`src/rtl/falafel_pkg.sv`:
```
`default_nettype none
// ============================================================================
// Module      : falafel_pkg
// Description : Shared types and sizing constants for the falafel allocator
//               datapath (allocation request entry, word type, FIFO depth).
// Revision    : 1.0 - initial release
// ============================================================================
package falafel_pkg;

  localparam int DATA_W           = 32;
  localparam int MSG_ID_SIZE      = 4;
  // Depth of the arbiter -> allocator request FIFO, shared with the arbiter.
  localparam int ALLOC_FIFO_DEPTH = 8;

  typedef logic [DATA_W-1:0] word_t;

  typedef struct packed {
    word_t                  size;
    logic [MSG_ID_SIZE-1:0] id;
  } alloc_entry_t;

endpackage : falafel_pkg
`default_nettype wire

```
`src/rtl/falafel_fifo_ctrl.sv`:
```
`default_nettype none
// ============================================================================
// Module      : falafel_fifo_ctrl
// Description : Pointer/occupancy controller for a power-of-two FIFO. Holds
//               read/write pointers and the count register and decodes the
//               full, empty and almost-full flags from the registered count.
// Revision    : 1.0 - initial release
// ============================================================================
module falafel_fifo_ctrl #(
  parameter int DEPTH        = 8,
  parameter int AFULL_THRESH = DEPTH - 2
) (
  input  logic                       clk_i,
  input  logic                       rst_i,
  input  logic                       clear_i,
  input  logic                       write_i,
  input  logic                       read_i,
  output logic                       push_o,
  output logic [$clog2(DEPTH)-1:0]   wptr_o,
  output logic [$clog2(DEPTH)-1:0]   rptr_o,
  output logic [$clog2(DEPTH):0]     count_o,
  output logic                       full_o,
  output logic                       empty_o,
  output logic                       almost_full_o
);

  localparam int PTR_W = $clog2(DEPTH);
  localparam int CNT_W = PTR_W + 1;

  logic [PTR_W-1:0] wptr_q, wptr_d;
  logic [PTR_W-1:0] rptr_q, rptr_d;
  logic [CNT_W-1:0] count_q, count_d;
  logic             pop;

  // Flags come only from the count register, never from the request inputs.
  assign full_o        = (count_q == CNT_W'(DEPTH));
  assign empty_o       = (count_q == '0);
  assign almost_full_o = (count_q >= CNT_W'(AFULL_THRESH));

  // A flush swallows any push or pop presented in the same cycle.
  assign push_o = write_i & ~full_o & ~clear_i;
  assign pop    = read_i & ~empty_o & ~clear_i;

  assign wptr_o  = wptr_q;
  assign rptr_o  = rptr_q;
  assign count_o = count_q;

  // Next-state for pointers and count; DEPTH is a power of two so the
  // pointers wrap naturally.
  always_comb begin
    wptr_d  = wptr_q;
    rptr_d  = rptr_q;
    count_d = count_q;
    if (clear_i) begin
      wptr_d  = '0;
      rptr_d  = '0;
      count_d = '0;
    end else begin
      if (push_o) wptr_d = wptr_q + PTR_W'(1);
      if (pop)    rptr_d = rptr_q + PTR_W'(1);
      if (push_o && !pop)      count_d = count_q + CNT_W'(1);
      else if (pop && !push_o) count_d = count_q - CNT_W'(1);
    end
  end

  // Pointer and count registers.
  always_ff @(posedge clk_i or posedge rst_i) begin
    if (rst_i) begin
      wptr_q  <= '0;
      rptr_q  <= '0;
      count_q <= '0;
    end else begin
      wptr_q  <= wptr_d;
      rptr_q  <= rptr_d;
      count_q <= count_d;
    end
  end

endmodule : falafel_fifo_ctrl
`default_nettype wire

```
`src/rtl/falafel_alloc_req_fifo.sv`:
```
`default_nettype none
// ============================================================================
// Module      : falafel_alloc_req_fifo
// Description : First-word-fall-through FIFO carrying allocation requests
//               from the input arbiter to the allocator core, with occupancy,
//               almost-full and sticky overflow visibility.
// Revision    : 1.0 - initial release
// ============================================================================
module falafel_alloc_req_fifo
  import falafel_pkg::*;
#(
  parameter int DEPTH        = ALLOC_FIFO_DEPTH,
  parameter int AFULL_THRESH = DEPTH - 2
) (
  input  logic                    clk_i,
  input  logic                    rst_i,
  input  logic                    clear_i,
  input  logic                    fifo_write_i,
  input  word_t                   fifo_din_size_i,
  input  logic [MSG_ID_SIZE-1:0]  fifo_din_id_i,
  output logic                    fifo_full_o,
  output logic                    almost_full_o,
  output logic                    req_val_o,
  input  logic                    req_rdy_i,
  output word_t                   req_size_o,
  output logic [MSG_ID_SIZE-1:0]  req_id_o,
  output logic [$clog2(DEPTH):0]  count_o,
  output logic                    overflow_o
);

  localparam int PTR_W = $clog2(DEPTH);

  alloc_entry_t     mem_q [DEPTH];
  alloc_entry_t     head;
  logic             push;
  logic             empty;
  logic [PTR_W-1:0] wptr;
  logic [PTR_W-1:0] rptr;
  logic             overflow_q, overflow_d;

  falafel_fifo_ctrl #(
    .DEPTH        (DEPTH),
    .AFULL_THRESH (AFULL_THRESH)
  ) u_ctrl (
    .clk_i         (clk_i),
    .rst_i         (rst_i),
    .clear_i       (clear_i),
    .write_i       (fifo_write_i),
    .read_i        (req_rdy_i),
    .push_o        (push),
    .wptr_o        (wptr),
    .rptr_o        (rptr),
    .count_o       (count_o),
    .full_o        (fifo_full_o),
    .empty_o       (empty),
    .almost_full_o (almost_full_o)
  );

  // Storage array; contents are don't-care after reset, so no reset branch.
  always_ff @(posedge clk_i) begin
    if (push) begin
      mem_q[wptr] <= '{size: fifo_din_size_i, id: fifo_din_id_i};
    end
  end

  // Sticky overflow: a write that meets a full FIFO is dropped and recorded.
  always_comb begin
    overflow_d = overflow_q;
    if (clear_i)                         overflow_d = 1'b0;
    else if (fifo_write_i && fifo_full_o) overflow_d = 1'b1;
  end

  // Overflow flag register.
  always_ff @(posedge clk_i or posedge rst_i) begin
    if (rst_i) overflow_q <= 1'b0;
    else       overflow_q <= overflow_d;
  end

  // Head entry falls through from registered state; zeroed when not valid so
  // stale storage never leaks onto the stream.
  assign head       = mem_q[rptr];
  assign req_val_o  = ~empty;
  assign req_size_o = req_val_o ? head.size : '0;
  assign req_id_o   = req_val_o ? head.id   : '0;
  assign overflow_o = overflow_q;

endmodule : falafel_alloc_req_fifo
`default_nettype wire

```
`config.mk`:
```
export PLATFORM = sky130hd
export DESIGN_NAME = falafel_alloc_req_fifo
export DESIGN_NICKNAME = d
export VERILOG_FILES = /design/src/rtl/falafel_pkg.sv /design/src/rtl/falafel_fifo_ctrl.sv /design/src/rtl/falafel_alloc_req_fifo.sv
export SDC_FILE = /design/constraint.sdc
export NUM_CORES = 1
export LEC_CHECK = 0
export CAP_MARGIN = 0
export CELL_PAD_IN_SITES_DETAIL_PLACEMENT = 0
export CELL_PAD_IN_SITES_GLOBAL_PLACEMENT = 1
export CORE_UTILIZATION = 39
export CTS_CLUSTER_DIAMETER = 80
export DETAILED_ROUTE_END_ITERATION = 16
export GPL_TIMING_DRIVEN = 0
export PLACE_DENSITY = 0.69
export SLEW_MARGIN = 20
export SYNTH_ARGS = -nofsm -noshare
export SYNTH_HDL_FRONTEND = slang
export SYNTH_SLANG_ARGS = --single-unit
```
`constraint.sdc`:
```
create_clock -name clk_i -period 11.15 [get_ports clk_i]
set_input_delay 1.115 -clock clk_i [delete_from_list [all_inputs] [get_ports clk_i]]
set_output_delay 1.115 -clock clk_i [all_outputs]
set_load 0.1 [all_outputs]
```
[Word-level counts from Yosys, hierarchy flattened]
Memories as Yosys holds them, arrays and structs flattened.
Cells that the tools add are included.
Cells by class
  add/subtract/negate cells: 4
  multiply operators: 0
  div/mod/pow operators: 0
  $lt $le $gt $ge: 1
  equal/unequal tests: 1
  shift operators: 0
  muxes and demuxes: 13
  bitwise operators: 7
  reduce and logical (&&, ||, !) cells: 10
Operator list (count)
  2-to-1 mux 32 bit: 1
  2-to-1 mux 4 bit: 4
  2-to-1 mux 3 bit: 4
  adder 3 x 1 -> 3 bit (second input constant): 2
  nonzero test 2 bit: 3
  adder 4 x 1 -> 4 bit (second input constant): 1
  AND 1 bit: 4
  == test 4 bit (second input constant): 1
  greater-or-equal comparator 4 x 3 -> 1 bit (second input constant): 1
  zero test 4 bit: 1
  2-to-1 mux 1 bit: 4
  subtractor 4 x 1 -> 4 bit (second input constant): 1
  logical AND 1 bit: 3
  NOT 1 bit: 3
  nonzero test 3 bit: 1
  zero test 1 bit: 2
Word-level totals
  flip-flop bits (word level): 11
  latch bits: 0
  bits in writable memories: 288
  bits in read-only memories: 0
  bits of input ports: 41
  memories kept: 1
Memory list
  mem_q: depth 8, width 36, read ports 1, clocked after memory_dff 0, wr ports 1, line falafel_alloc_req_fifo.sv:33  | alloc_entry_t mem_q [DEPTH];

[Logic depth before layout (Yosys ltp)]
  depth in word-level cells: 9
  gate-level depth with buffers: 10
  mapped depth without buffers: 9

[Cells and area by module]
A second synthesis with hierarchy kept.
Second synthesis, totals
  cell total of the unflattened synthesis: 547
  area total of the unflattened synthesis: 11792.6 µm²
Modules (own cells, without submodules)
  falafel_alloc_req_fifo: times used 1, cells an instance 474, area an instance 11075.6 µm², sequential area each 8673.3 µm²
  falafel_fifo_ctrl: times used 1, cells an instance 73, area an instance 716.9 µm², sequential area each 250.2 µm²

[Worst setup path before layout]
Ideal clock, no wire load.
  path type: register to register
  from: register u_ctrl.count_q[1], in the netlist u_ctrl.count_o[1]
  to: memory mem_q[1][0] (netlist name) (enable)
  library setup time: 0.474 ns
  data arrival time: 4.484 ns
  setup slack: 6.192 ns
  stages on the path, launching flop included: 7
  buffers on the path: 1
  period minus slack after synthesis: 4.958 ns
  cells stage by stage: dfrtp_1 > buf_2 > or4b_4 > inv_2 > nor3_2 > nand2_1 > nor3_1
Between the ends
  word-level cells in the longest chain between the ends: 6
Ends and longest elaborated chain
  from (decl): line falafel_fifo_ctrl.sv:32  | logic [CNT_W-1:0] count_q, count_d;
  from (signal assigned): line falafel_fifo_ctrl.sv:75  | count_q <= count_d;
  == test 4 bit: line falafel_fifo_ctrl.sv:36  | assign full_o = (count_q == CNT_W'(DEPTH));
  via fifo_full_o: line falafel_alloc_req_fifo.sv:21  | output logic fifo_full_o,
  NOT 1 bit: line falafel_fifo_ctrl.sv:41  | assign push_o = write_i & ~full_o & ~clear_i;
  AND 1 bit (2 in series): line falafel_fifo_ctrl.sv:41
  2-to-1 mux 1 bit: line falafel_alloc_req_fifo.sv:61  | if (push) begin
  2-to-1 mux 1 bit (implied by the code): line falafel_alloc_req_fifo.sv:62  | mem_q[wptr] <= '{size: fifo_din_size_i, id: fifo_din_id_i};
  to (decl): line falafel_alloc_req_fifo.sv:33
The timed path passes the listed nets, and every way through them passes these cells.

[Final worst setup path]
  from: register u_ctrl.count_q[2], in the netlist u_ctrl.count_o[2]
  to: output req_size_o[14]
Between the ends
  word-level cells in the longest chain between the ends: 2
Ends and longest elaborated chain
  zero test 4 bit: line falafel_fifo_ctrl.sv:37  | assign empty_o = (count_q == '0);
  2-to-1 mux 32 bit: line falafel_alloc_req_fifo.sv:83  | assign req_size_o = req_val_o ? head.size : '0;
  to (decl): line falafel_alloc_req_fifo.sv:25  | output word_t req_size_o,
Every way passes these cells.

==> impl_metrics.json <==
{
  "status": "complete, no violations",
  "drt_iter0_drc": 494,
  "skew_ns": 0.00962,
  "antenna_found_initial": 1,
  "power.leakage_nw": 4.57,
  "hold_class": "reg2reg",
  "hpwl_microns": 15700,
  "numCtsBuffers": 30,
  "maxSlewViolCount": 0,
  "core_sq_um": 29600,
  "rsz0062_at_grt": "no",
  "grt_use_total_pct": 16.5,
  "worstPathRequired_ns": 10.04,
  "final-hold-violation-count": 0,
  "cts_hold_buffers": 0,
  "syn_nets": 593,
  "synth_cell_type_count": 36,
  "period_needed_ns": 4.77,
  "cts_tree": "yes",
  "crit_path_end_kind": "output pin",
  "drive_gt1_share_pct": 25.4,
  "cts_htree_levels": 1,
  "irDropWorstVdd_mv": 0.150,
  "num_vias": 5641,
  "grt_max_degree": 21,
  "rows": 63,
  "routedWlPerCell_microns": 22.5,
  "start_kind": "register",
  "max_stage_delay_ns": 1.01,
  "use_met3_pct": 2.38,
  "routed_wl_microns": 24700,
  "p_int_mw": 2.29,
  "power_mw": 3.77,
  "cts_setup_buffers": 0,
  "die-area_sq_um": 30800,
  "met2_usage_pct": 28.4,
  "sw_frac_of_total_pct": 39.3,
  "first_pass_iters": 5,
  "synthCells": 547,
  "fin_nets": 729,
  "power.share.clock_pct": 26.6,
  "ioPinCount": 85,
  "synthesis.area_sq_um": 11700,
  "maxCapViolations": 0,
  "drc": 0,
  "cts_num_sinks": 299,
  "tightestPinTransition_ns": 0.980,
  "grt_pass1_vias": 6170,
  "tns_ns": 0,
  "avgSynthCellArea_sq_um": 21.5,
  "cts_resized": 0,
  "cts-root-buf": "clkbuf_16",
  "clk-insertion-delay-late_ns": 0.54,
  "yosysWarnings": 0,
  "arrival_ns": 3.65,
  "criticalPathCategory": "reg2out",
  "cp_cell_sequence": "nor4_4 -> clkbuf_1 -> nor2_1 -> clkdlybuf4s50_1",
  "period_share_pct": 42.8,
  "place_congestion": 0.772,
  "path_max_fanout": 10,
  "slew_headroom_pct": 34.5,
  "grt.busiest_layer": "met2",
  "nFillCells": 2477,
  "worst_path_max_delay_cell": "clkdlybuf4s50_1",
  "start_util_pct": 39.6,
  "die_x_microns": 175,
  "ys_seq_area_share_pct": 76.0,
  "antenna_left": 0,
  "area_growth_pct": 23.0,
  "dieHeight_microns": 175,
  "overflow": 0,
  "synth-seq-cells": 299,
  "fmax_ghz": 0.210,
  "power.switching_mw": 1.48,
  "setup_viol": 0,
  "path_clk_slew_ns": 0.06,
  "via_per_inst": 5.14,
  "gr-usage-met1_pct": 22.1,
  "pwr-share-seq_pct": 34.3,
  "combPwrFrac_pct": 39.1,
  "grt_pass1_wl_microns": 37300,
  "clock_path_buffers": 3,
  "p_per_area_nw_per_um2": 261,
  "portBuffers": 82
}
## logic make-up after synthesis
| logic type | Yosys count | share of synthesized area, % |
|---|---|---|
| simple gates | 76 | 3.01 |
| flops | 299 | 76.0 |
| compound gates | 16 | 1.08 |
| fa+ha+maj | 5 | 0.597 |
| xor+xnor | 6 | 0.448 |
| mux | 109 | 17.0 |
| buf+inv | 36 | 1.88 |
## registers in the layout, indices dropped and copies added (netlist names)
register	flops
u_ctrl.rptr_o	3
mem_q	288
u_ctrl.wptr_o	3
overflow_o	1
u_ctrl.count_o	4
## path summary, 6_finish.rpt
kind                                                from                             to  slack, ns  depth (start not counted)
max                        u_ctrl.count_o[2]$_DFFE_PP0P_                 req_size_o[14]       6.38                          4
min                               overflow_o$_DFFE_PP0P_         overflow_o$_DFFE_PP0P_       0.51                          2
max reg2reg                u_ctrl.count_o[2]$_DFFE_PP0P_  u_ctrl.count_o[3]$_DFFE_PP0P_       7.98                          9
min reg2reg                       overflow_o$_DFFE_PP0P_         overflow_o$_DFFE_PP0P_       0.51                          2
max in group asynchronous                          rst_i   u_ctrl.wptr_o[0]$_DFFE_PP0P_       9.92                          2
min in group asynchronous                          rst_i  u_ctrl.count_o[0]$_DFFE_PP0P_       0.89                          2
## placed cells by master (no fill, tap or decap), drive strengths merged
cell type,count
a31oi,1
o211ai,1
a211oi,2
clkdlybuf4s50,82
inv,7
o21ai,3
nand2b,3
clkinv,10
a21oi,5
mux2i,37
a21o,1
nor3,4
clkbuf,43
nand3,5
ha,4
fa,1
a21boi,1
nor2,51
edfxtp,288
xnor2,2
and3b,1
nand2,9
bufinv,4
dfrtp,11
buf,46
diode,1
or4b,1
clkinvlp,3
o311a,1
mux4,72
xor2,4
o31ai,1
nor4bb,1
nor4,1
## cells in the mapped netlist
| cell type | instances | share of area, % |
|---|---|---|
| buf_6 | 8 | 0.77 |
| a21boi_0 | 1 | 0.064 |
| or4b_4 | 1 | 0.12 |
| buf_2 | 14 | 0.60 |
| nand2_1 | 8 | 0.26 |
| mux2i_1 | 37 | 3.2 |
| nor2_1 | 51 | 1.6 |
| buf_4 | 2 | 0.13 |
| nand3_1 | 5 | 0.21 |
| clkbuf_1 | 5 | 0.16 |
| a31oi_1 | 1 | 0.053 |
| nand2b_1 | 2 | 0.11 |
| nand2_2 | 1 | 0.053 |
| o31ai_1 | 1 | 0.064 |
| a21oi_1 | 5 | 0.21 |
| ha_1 | 4 | 0.43 |
| mux4_2 | 72 | 14 |
| inv_1 | 5 | 0.16 |
| inv_2 | 2 | 0.064 |
| edfxtp_1 | 288 | 74 |
| nand2b_2 | 1 | 0.075 |
| nor4bb_1 | 1 | 0.085 |
| nor3_2 | 1 | 0.085 |
| and3b_1 | 1 | 0.075 |
| fa_1 | 1 | 0.17 |
| a211oi_1 | 1 | 0.064 |
| xor2_1 | 4 | 0.30 |
| a211oi_4 | 1 | 0.17 |
| o311a_4 | 1 | 0.18 |
| o211ai_1 | 1 | 0.064 |
| o21ai_0 | 3 | 0.13 |
| xnor2_1 | 2 | 0.15 |
| dfrtp_1 | 11 | 2.3 |
| nor3_1 | 3 | 0.13 |
| nor4_4 | 1 | 0.18 |
| a21o_2 | 1 | 0.075 |
## stage by stage
| stage | util (%) | instances | hold WS [ns] | worst slack (ns) | area (sq um) |
|---|---|---|---|---|---|
| floorplan | - | 547 | 0.544 | 6.19 | 11700 |
| global placement | 44.0 | 1019 | 0.487 | 3.40 | 13000 |
| detailed placement | 45.3 | 1041 | 0.501 | 6.88 | 13400 |
| CTS | 48.7 | 1096 | 0.514 | 6.26 | 14400 |
| global route | 48.7 | 1097 | 0.572 | 6.21 | 14400 |
| finish | 48.7 | 1097 | 0.508 | 6.38 | 14400 |
## per-layer routing
layer / part of all wire [%] / wire, microns
met3: 4.3 / 1060
met1: 43 / 10600
met5: 0 / 0
met2: 51 / 12600
met4: 2.0 / 486
## area by class of cell
type / instances / area [sq um] / share of cell area (%)
multi-input combinational: 212 / 2650 / 18.3
antenna: 1 / 2.50 / 0.0173
inverter: 7 / 26.3 / 0.182
clock inverter: 17 / 190 / 1.32
timing repair buffer: 104 / 1160 / 8.03
buffer: 29 / 194 / 1.34
tap: 390 / 488 / 3.38
clock buffer: 38 / 802 / 5.56
sequential: 299 / 8920 / 61.8
## power by group through the flow
stage	Sequential (mW)	Combinational [mW]	Clock, mW
6_report	1.29	1.47	1.00
2_1_floorplan	1.36	1.08	0
3_3_place_gp	1.32	1.46	0
3_5_place_dp	1.32	1.49	0
4_1_cts	1.29	1.49	1.02
5_1_grt	1.30	1.54	1.06
## worst max-delay path: cells and delay by family, from the launching register on
| kind | cells | cell delay (ns) |
|---|---|---|
| buffers and inverters | 2 | 1.58 |
| and+or+nand+nor | 2 | 1.02 |
| DFF | 1 | 0.51 |
Power figures use the tool's default switching activity.
